## src/rtl/sync_fifo_pkg.sv

```systemverilog
// sync_fifo_pkg: shared defaults and status bundle for the synchronous FIFO
package sync_fifo_pkg;
  localparam int DEFAULT_DSIZE = 8;
  localparam int DEFAULT_ASIZE = 4;
  typedef struct packed {
    logic wfull;
    logic rempty;
    logic walmost_full;
    logic ralmost_empty;
    logic overflow;
    logic underflow;
  } fifo_status_t;
endpackage

```

## src/rtl/fifo_mem.sv

```systemverilog
// fifo_mem: DEPTH x DSIZE storage, synchronous write, asynchronous read
module fifo_mem #(
  parameter int DSIZE = 8,
  parameter int ASIZE = 4
) (
  input  logic             clk,
  input  logic             we,
  input  logic [ASIZE-1:0] waddr,
  input  logic [DSIZE-1:0] wdata,
  input  logic [ASIZE-1:0] raddr,
  output logic [DSIZE-1:0] rdata
);
  logic [DSIZE-1:0] mem_q [2**ASIZE];
  always_ff @(posedge clk) if (we) mem_q[waddr] <= wdata;
  assign rdata = mem_q[raddr];
endmodule

```

## src/rtl/sync_fifo_param.sv

```systemverilog
// sync_fifo_param: single-clock FIFO with count-decoded flags and sticky over/underflow
// SYNC_FIFO_FWFT_EN selects first-word fall-through rdata; otherwise rdata is registered on pop.
module sync_fifo_param
  import sync_fifo_pkg::*;
#(
  parameter int DSIZE    = DEFAULT_DSIZE,
  parameter int ASIZE    = DEFAULT_ASIZE,
  parameter int AF_LEVEL = 12,
  parameter int AE_LEVEL = 4
) (
  input  logic             clk,
  input  logic             rst,
  input  logic             winc,
  input  logic [DSIZE-1:0] wdata,
  input  logic             rinc,
  output logic [DSIZE-1:0] rdata,
  output logic             wfull,
  output logic             rempty,
  output logic             walmost_full,
  output logic             ralmost_empty,
  output logic [ASIZE:0]   count,
  output logic             overflow,
  output logic             underflow
);
  localparam logic [ASIZE:0] FULL_N = {1'b1, {ASIZE{1'b0}}};
  localparam logic [ASIZE:0] AF_N = (ASIZE+1)'(AF_LEVEL);
  localparam logic [ASIZE:0] AE_N = (ASIZE+1)'(AE_LEVEL);
  logic [ASIZE-1:0] wptr_q, wptr_d, rptr_q, rptr_d;
  logic [ASIZE:0] count_q, count_d;
  logic overflow_q, overflow_d, underflow_q, underflow_d;
  logic wr_ok, rd_ok;
  logic [DSIZE-1:0] head;
  fifo_status_t st;
  fifo_mem #(.DSIZE(DSIZE), .ASIZE(ASIZE)) u_mem (
    .clk(clk), .we(wr_ok && !rst), .waddr(wptr_q), .wdata(wdata), .raddr(rptr_q), .rdata(head)
  );
  assign st = '{wfull: count_q == FULL_N, rempty: count_q == '0,
                walmost_full: count_q >= AF_N, ralmost_empty: count_q <= AE_N,
                overflow: overflow_q, underflow: underflow_q};
  assign wr_ok = winc && !st.wfull;
  assign rd_ok = rinc && !st.rempty;
  always_comb begin
    wptr_d = rst ? '0 : wptr_q + ASIZE'(wr_ok);
    rptr_d = rst ? '0 : rptr_q + ASIZE'(rd_ok);
    count_d = rst ? '0 : count_q + (ASIZE+1)'(wr_ok) - (ASIZE+1)'(rd_ok);
    overflow_d = !rst && (overflow_q || (winc && st.wfull));
    underflow_d = !rst && (underflow_q || (rinc && st.rempty));
  end
  always_ff @(posedge clk) begin
    wptr_q <= wptr_d;
    rptr_q <= rptr_d;
    count_q <= count_d;
    overflow_q <= overflow_d;
    underflow_q <= underflow_d;
  end
`ifdef SYNC_FIFO_FWFT_EN
  assign rdata = st.rempty ? '0 : head;
`else
  logic [DSIZE-1:0] rdata_q, rdata_d;
  assign rdata_d = rst ? '0 : rd_ok ? head : rdata_q;
  always_ff @(posedge clk) rdata_q <= rdata_d;
  assign rdata = rdata_q;
`endif
  assign wfull = st.wfull;
  assign rempty = st.rempty;
  assign walmost_full = st.walmost_full;
  assign ralmost_empty = st.ralmost_empty;
  assign overflow = st.overflow;
  assign underflow = st.underflow;
  assign count = count_q;
endmodule

```

## config.mk

```make
export PLATFORM = sky130hd
export DESIGN_NAME = sync_fifo_param
export DESIGN_NICKNAME = d
export VERILOG_FILES = /design/src/rtl/sync_fifo_pkg.sv /design/src/rtl/fifo_mem.sv /design/src/rtl/sync_fifo_param.sv
export SDC_FILE = /design/constraint.sdc
export NUM_CORES = 1
export LEC_CHECK = 0
export CELL_PAD_IN_SITES_DETAIL_PLACEMENT = 1
export CELL_PAD_IN_SITES_GLOBAL_PLACEMENT = 1
export CORE_MARGIN = 2
export CORE_UTILIZATION = 56
export DETAILED_ROUTE_END_ITERATION = 8
export PLACE_DENSITY = 0.87
export SYNTH_ARGS = -nofsm -noshare
export SYNTH_HDL_FRONTEND = slang
export SYNTH_SLANG_ARGS = --single-unit
```

## constraint.sdc

```tcl
create_clock -name clk -period 3.6 [get_ports clk]
set_input_delay 0.72 -clock clk [delete_from_list [all_inputs] [get_ports clk]]
set_output_delay 0.72 -clock clk [all_outputs]
set_load 0.05 [all_outputs]
```

Word-level counts from Yosys, hierarchy flattened
Memories as Yosys holds them, arrays and structs flattened. A register that Yosys moved wholly into a read port is not among the register bits.
Index checks and enable logic that the tools add are counted.
{ "op_classes": {"add_sub_neg": 4, "n_lt_le_gt_ge": 2, "n_eq_ne": 1, "muxes": 2, "n_reduce_logical": 13} }
{ "op_table": {"columns": ["operator", "n"], "rows": [
  ["4-bit by 1-bit adder with 4-bit output", 2],
  ["1-bit logical AND", 7],
  ["5-bit by 1-bit adder with 5-bit output", 1],
  ["5-bit == test (second input constant)", 1],
  ["5-bit by 4-bit >= comparator with 1-bit output (second input constant)", 1],
  ["5-bit by 3-bit <= comparator with 1-bit output (second input constant)", 1],
  ["5-bit zero test", 1],
  ["5-bit by 1-bit subtractor with 5-bit output", 1],
  ["1-bit zero test", 3],
  ["1-bit logical OR", 2],
  ["1-bit 2-to-1 mux", 2]
]} }
{ "totals": {"regBits": 15, "ram_bits": 128, "inputBits": 12, "out_inout_bits": 19, "word_cells": 28, "mem_count": 1} }
{ "mem_list": {"columns": ["name", "words", "word_bits", "read_ports", "rd_ports_with_merged_regs", "wr", "line_no", "rtl"], "rows": [
  ["u_mem.mem_q", 16, 8, 1, 1, 1, "fifo_mem.sv:13", "logic [DSIZE-1:0] mem_q [2**ASIZE];"]
]} }

Logic depth before layout (Yosys ltp)
{ "depth": {"word_depth": 6, "depth_mapped": 14, "depth_no_buf": 13} }

Hierarchy
A second synthesis with hierarchy kept.
{ "hier_totals": {"hier_cells": 336, "hier_area_um2": 6150.9} }
{ "modules_own_cells": {"columns": ["module", "n_inst", "cells_per_inst", "area_per_inst_um2", "seq_area_each_um2"], "rows": [
  ["fifo_mem", 1, 221, 4987.3, 3843.7],
  ["sync_fifo_param", 1, 115, 1163.6, 460.4]
]} }

Worst setup path before layout
OpenSTA, ideal clock, no wires.
{ "synth_path": {"kind": "register to register", "start": "register count_q[3] (netlist: count[3])", "end": "register count_q[4] (netlist: count[4])", "setup_ns": 0.128, "arrival_time_ns": 3.463, "required_time_ns": 3.472, "setup_slack_ns": 0.009, "path_stages_with_launch": 15, "path_buffers": 1, "period_less_slack_ns": 3.591, "cell_sequence": "dfxtp_1 > inv_1 > ha_1 > nor4b_2 > nand2b_1 > buf_6 > inv_1 > ha_1 > inv_1 > ha_1 > fa_1 > a21oi_1 > o21bai_1 > xor2_1 > nor2_1"} }
{ "synth_via": {"elab_cells_between_ends": 8, "classes_between": "add/sub (2); eq/ne (1); reduce/logical (5)"} }
{ "synth_lines": {"columns": ["item", "line_no", "rtl"], "rows": [
  ["start: declaration", "sync_fifo_param.sv:29", "logic [ASIZE:0] count_q, count_d;"],
  ["start signal: assignment", "sync_fifo_param.sv:52", "count_q <= count_d;"],
  ["5-bit zero test", "sync_fifo_param.sv:37", "assign st = '{wfull: count_q == FULL_N, rempty: count_q == '0,"],
  ["via rempty", "sync_fifo_param.sv:18", "output logic rempty,"],
  ["1-bit zero test", "sync_fifo_param.sv:41", "assign rd_ok = rinc && !st.rempty;"],
  ["1-bit logical AND", "sync_fifo_param.sv:41", null],
  ["via rd_ok", "sync_fifo_param.sv:31", "logic wr_ok, rd_ok;"],
  ["5-bit by 1-bit subtractor with 5-bit output", "sync_fifo_param.sv:45", "count_d = rst ? '0 : count_q + (ASIZE+1)'(wr_ok) - (ASIZE+1)'(rd_ok);"]
]} }
The timed path passes the listed nets, and every way through them passes these cells.
A chain may end at the register's enable or synchronous reset.

Worst setup path after layout
{ "layout_path": {"start": "register count_q[3] (netlist: count[3])", "end": "register count_q[4] (netlist: count[4])"} }
{ "layout_via": {"elab_cells_between_ends": 8, "classes_between": "add/sub (2); eq/ne (1); reduce/logical (5)"} }
{ "layout_lines": {"columns": ["item", "line_no"], "rows": [
  ["5-bit zero test", "sync_fifo_param.sv:37"],
  ["1-bit zero test", "sync_fifo_param.sv:41"],
  ["1-bit logical AND", "sync_fifo_param.sv:41"],
  ["via rd_ok", "sync_fifo_param.sv:31"],
  ["5-bit by 1-bit subtractor with 5-bit output", "sync_fifo_param.sv:45"]
]} }
The timed path passes the listed nets, and every way through them passes these cells.

==> flow_summary_export.csv <==
group,metric,value,unit
outcome,outcome,"complete, no violations",
timing,fin_ws,0.466,ns
drt,drt_iter0_drc,295,
floorplan,start_util,58.1,%
finish,area_delta_synth_final,19.0,%
timing,slew_violations,0,
worst_setup_path,worstReg2RegStart,"count[3]",
global_route,grt_max_degree,34,
floorplan,fp.dieH,108,um
synthesis,synth_cells,316,
synthesis,synth_top_area_share,63.8,%
clock_network,holdBufCountCts,0,
synthesis,syn_area_per_cell,19.1,sq um
synthesis,synth_area_leaders,"edfxtp_1 64%, mux4_2 12%, dfxtp_1 7.6%, ha_1 2.9%, mux2i_1 2.7%",
finish,final_nets,399,
finish,n_antenna_cell,0,
job,maxCapViolations,0,
drt,ant_nets,0,
drt,firstDrtPassIters,5,
synthesis,syn_nets,343,
power,internal_power,3.62,mW
clock_network,clkSlewWorstSetupHoldPaths,0.06,ns
synthesis,ys_types,33,
clock_network,cts_repair_resize_count,0,
clock_network,root_buffer,"clkbuf_8",
drt,vias,3223,
synthesis,ys_ff_latch,151,
drt,via_per_inst,6.19,
floorplan,rows,37,
worst_setup_path,crit_type,"reg2reg",
worst_hold_path,worstHoldStart,"overflow",
placement,gp_congestion,0.801,
placement,portBuffers,30,
global_route,grt_pass1_wl,21.9,mm
synthesis,synth_top_area_cell,"edfxtp_1",
global_route,globalRouteTotalUtil,27.2,%
placement,post_dp_cell_area,0.00657,sq mm
power,clockPowerShare,34.5,%
power,power.density,713,mW/mm^2
timing,holdWs,0.471,ns
timing,tns,0,ns
timing,skew,0.00836,ns
timing,fin_crit,3.13,ns
worst_setup_path,worstSetupEndpointType,"flip-flop",
clock_network,cts_sinks,151,
floorplan,core,0.0104,sq mm
power,swShare,29.3,%
drt,wl,14.3,mm
finish,utilization,69.2,%
synthesis,yosys_warnings,0,
synthesis,synthAdderAreaFrac,3.24,%
synthesis,synth_top_family_by_area,"multiplexers",
timing,rsz0062_at_grt,"false",
worst_setup_path,critical_path.startpoint_type,"flip-flop",
power,switchingPower,1.50,mW
timing,finalCritPeriodShare,87.0,%
clock_network,clock_latency,0.52,ns
floorplan,io_pins,31,
power,power,5.11,mW
clock_network,cts_buffers,17,
global_route,grt_pass1_vias,3540,
floorplan,dieArea,0.0116,sq mm
worst_setup_path,critPathLaunch,"count[3]",
worst_hold_path,hold_path_class,"reg2reg",
placement,dpl_worst_slack,0.447,ns
synthesis,synth_mux_area_share,14.6,%
timing,setup_violations,0,
timing,slew-limit-headroom,19.5,%
finish,finalNonFillerCells,521,
placement,dp_cells,489,
power,leakagePower,2.37,nW
drt,route.detailed.drc,0,
worst_setup_path,worstPathRequired,3.99,ns
worst_setup_path,critPathMaxFanout,10,
timing,worstMarginPinSlew,1.21,ns
finish,regArea,0.00431,sq mm
synthesis,seq_area_frac_synth,71.4,%
synthesis,netlist_area,0.00603,sq mm
clock_network,cts_tree,"built",
clock_network,cts_setup_buffers,0,
finish,multiInputGateArea,0.00160,sq mm
floorplan,die_x,108,um
finish,fillers,853,
finish,final_area,0.00717,sq mm
worst_setup_path,rr_worst_depth,13,
global_route,antenna_found_initial,0,
global_route,grt_overflow,0,
worst_setup_path,worst-endpoint-arrival,3.53,ns
power,seqPwrFrac,41.8,%
timing,max_freq,319,MHz
synthesis,yosys.area_share.simple,5.63,%
clock_network,h-tree-depth,4,
placement,dp_hpwl,8.79,mm
synthesis,synth-compound-area-share,2.08,%
finish,layout-drive-gt1-share,22.3,%
power,p_comb_share,23.7,%
clock_network,clock_path_buffers,2,
synthesis,synth-xor-area-share,1.02,%
power,irDropWorstVdd,0.630,mV
worst_hold_path,min_path_cells,2,
timing,hold_violations,0,
drt,wl_per_cell,27.4,um
[power by group through the flow]
stage                     Clock, mW  Combinational (mW)  Sequential (mW)
after global routing           1.85                1.30             2.16
after floorplan                   0               0.736             2.28
after global placement            0                1.14             2.16
final                          1.76                1.21             2.14
after detailed placement          0                1.20             2.18
after CTS                      1.79                1.22             2.14
[logic make-up (layout without fill, tap and decap cells)]
group | after synthesis | in the layout
AND/OR/NAND/NOR | 57 | 57
buffers and inverters | 22 | 91
XOR/XNOR | 7 | 7
multiplexers | 48 | 48
flip-flops | 151 | 151
adder cells (fa/ha/maj) | 15 | 15
AO/OA/AOI/OAI | 16 | 16
[synthesized netlist by cell type (all sizes together)]
cell type	instances
edfxtp	128
mux4	32
dfxtp	23
nor2	22
mux2i	16
ha	14
buf	11
nand3b	11
inv	8
o221ai	8
nor2b	6
a21oi	4
nand2b	4
nor3	4
xnor2	4
clkbuf	3
nand3	3
xor2	3
nand2	2
a21o	1
a221o	1
a32o	1
and4bb	1
fa	1
nor3b	1
nor4b	1
o21bai	1
or3	1
or4	1
[path summary, 6_finish.rpt]
check / end / slack (ns)
min reg2reg: overflow / 0.47
max: count[4] / 0.47
max reg2reg: count[4] / 0.47
min: overflow / 0.47
[layout by cell type, fill, tap and decap left out, types with 2 or more instances in the layout]
master,count
mux4_2,32
nor3_1,3
ha_1,14
inv_4,2
clkbuf_8,3
xnor2_1,4
dfxtp_1,22
nor2b_1,6
clkbuf_1,5
nor2_1,22
edfxtp_1,128
o221ai_1,8
a21oi_1,4
clkdlybuf4s50_1,30
clkbuf_16,21
buf_4,21
nand3_1,3
nand2_1,2
nand2b_1,3
inv_1,8
mux2i_1,16
nand3b_1,10
xor2_1,3
[sequential cells by signal (all words and copies together), names as in the netlist]
| name | cells |
|---|---|
| count | 5 |
| overflow | 1 |
| rdata | 8 |
| rptr_q | 4 |
| u_mem.mem_q | 128 |
| underflow | 1 |
| wptr_q | 4 |
[metal layers]
layer / routed length, um / global-route usage [%] / vias to the layer above
met2: 7360 / 45.0 / 150
met4: 451 / 12.5 / 0
li1: - / - / 1371
met5: 0 / 0 / -
met1: 5610 / 35.0 / 1670
met3: 866 / 5.51 / 32
[worst max-delay path: stages, from the launching register on]
cell      delay [ns]
dfxtp_1         0.33
inv_1           0.13
ha_1            0.18
nor4b_2         0.32
nand2b_1        0.45
inv_1           0.17
ha_1            0.32
inv_1           0.04
ha_1            0.20
fa_1            0.40
a21oi_1         0.16
o21bai_1        0.11
xor2_1          0.15
nor2_1          0.06
[area by class of cell]
cell class	instances	share of cell area, %
sequential	151	60.0
multi-input combinational	143	22.3
clock buffer	29	8.16
timing repair buffer	51	6.39
tap	136	2.37
inverter	8	0.419
clock inverter	3	0.297
No activity file was read; power rests on OpenSTA's default activity.
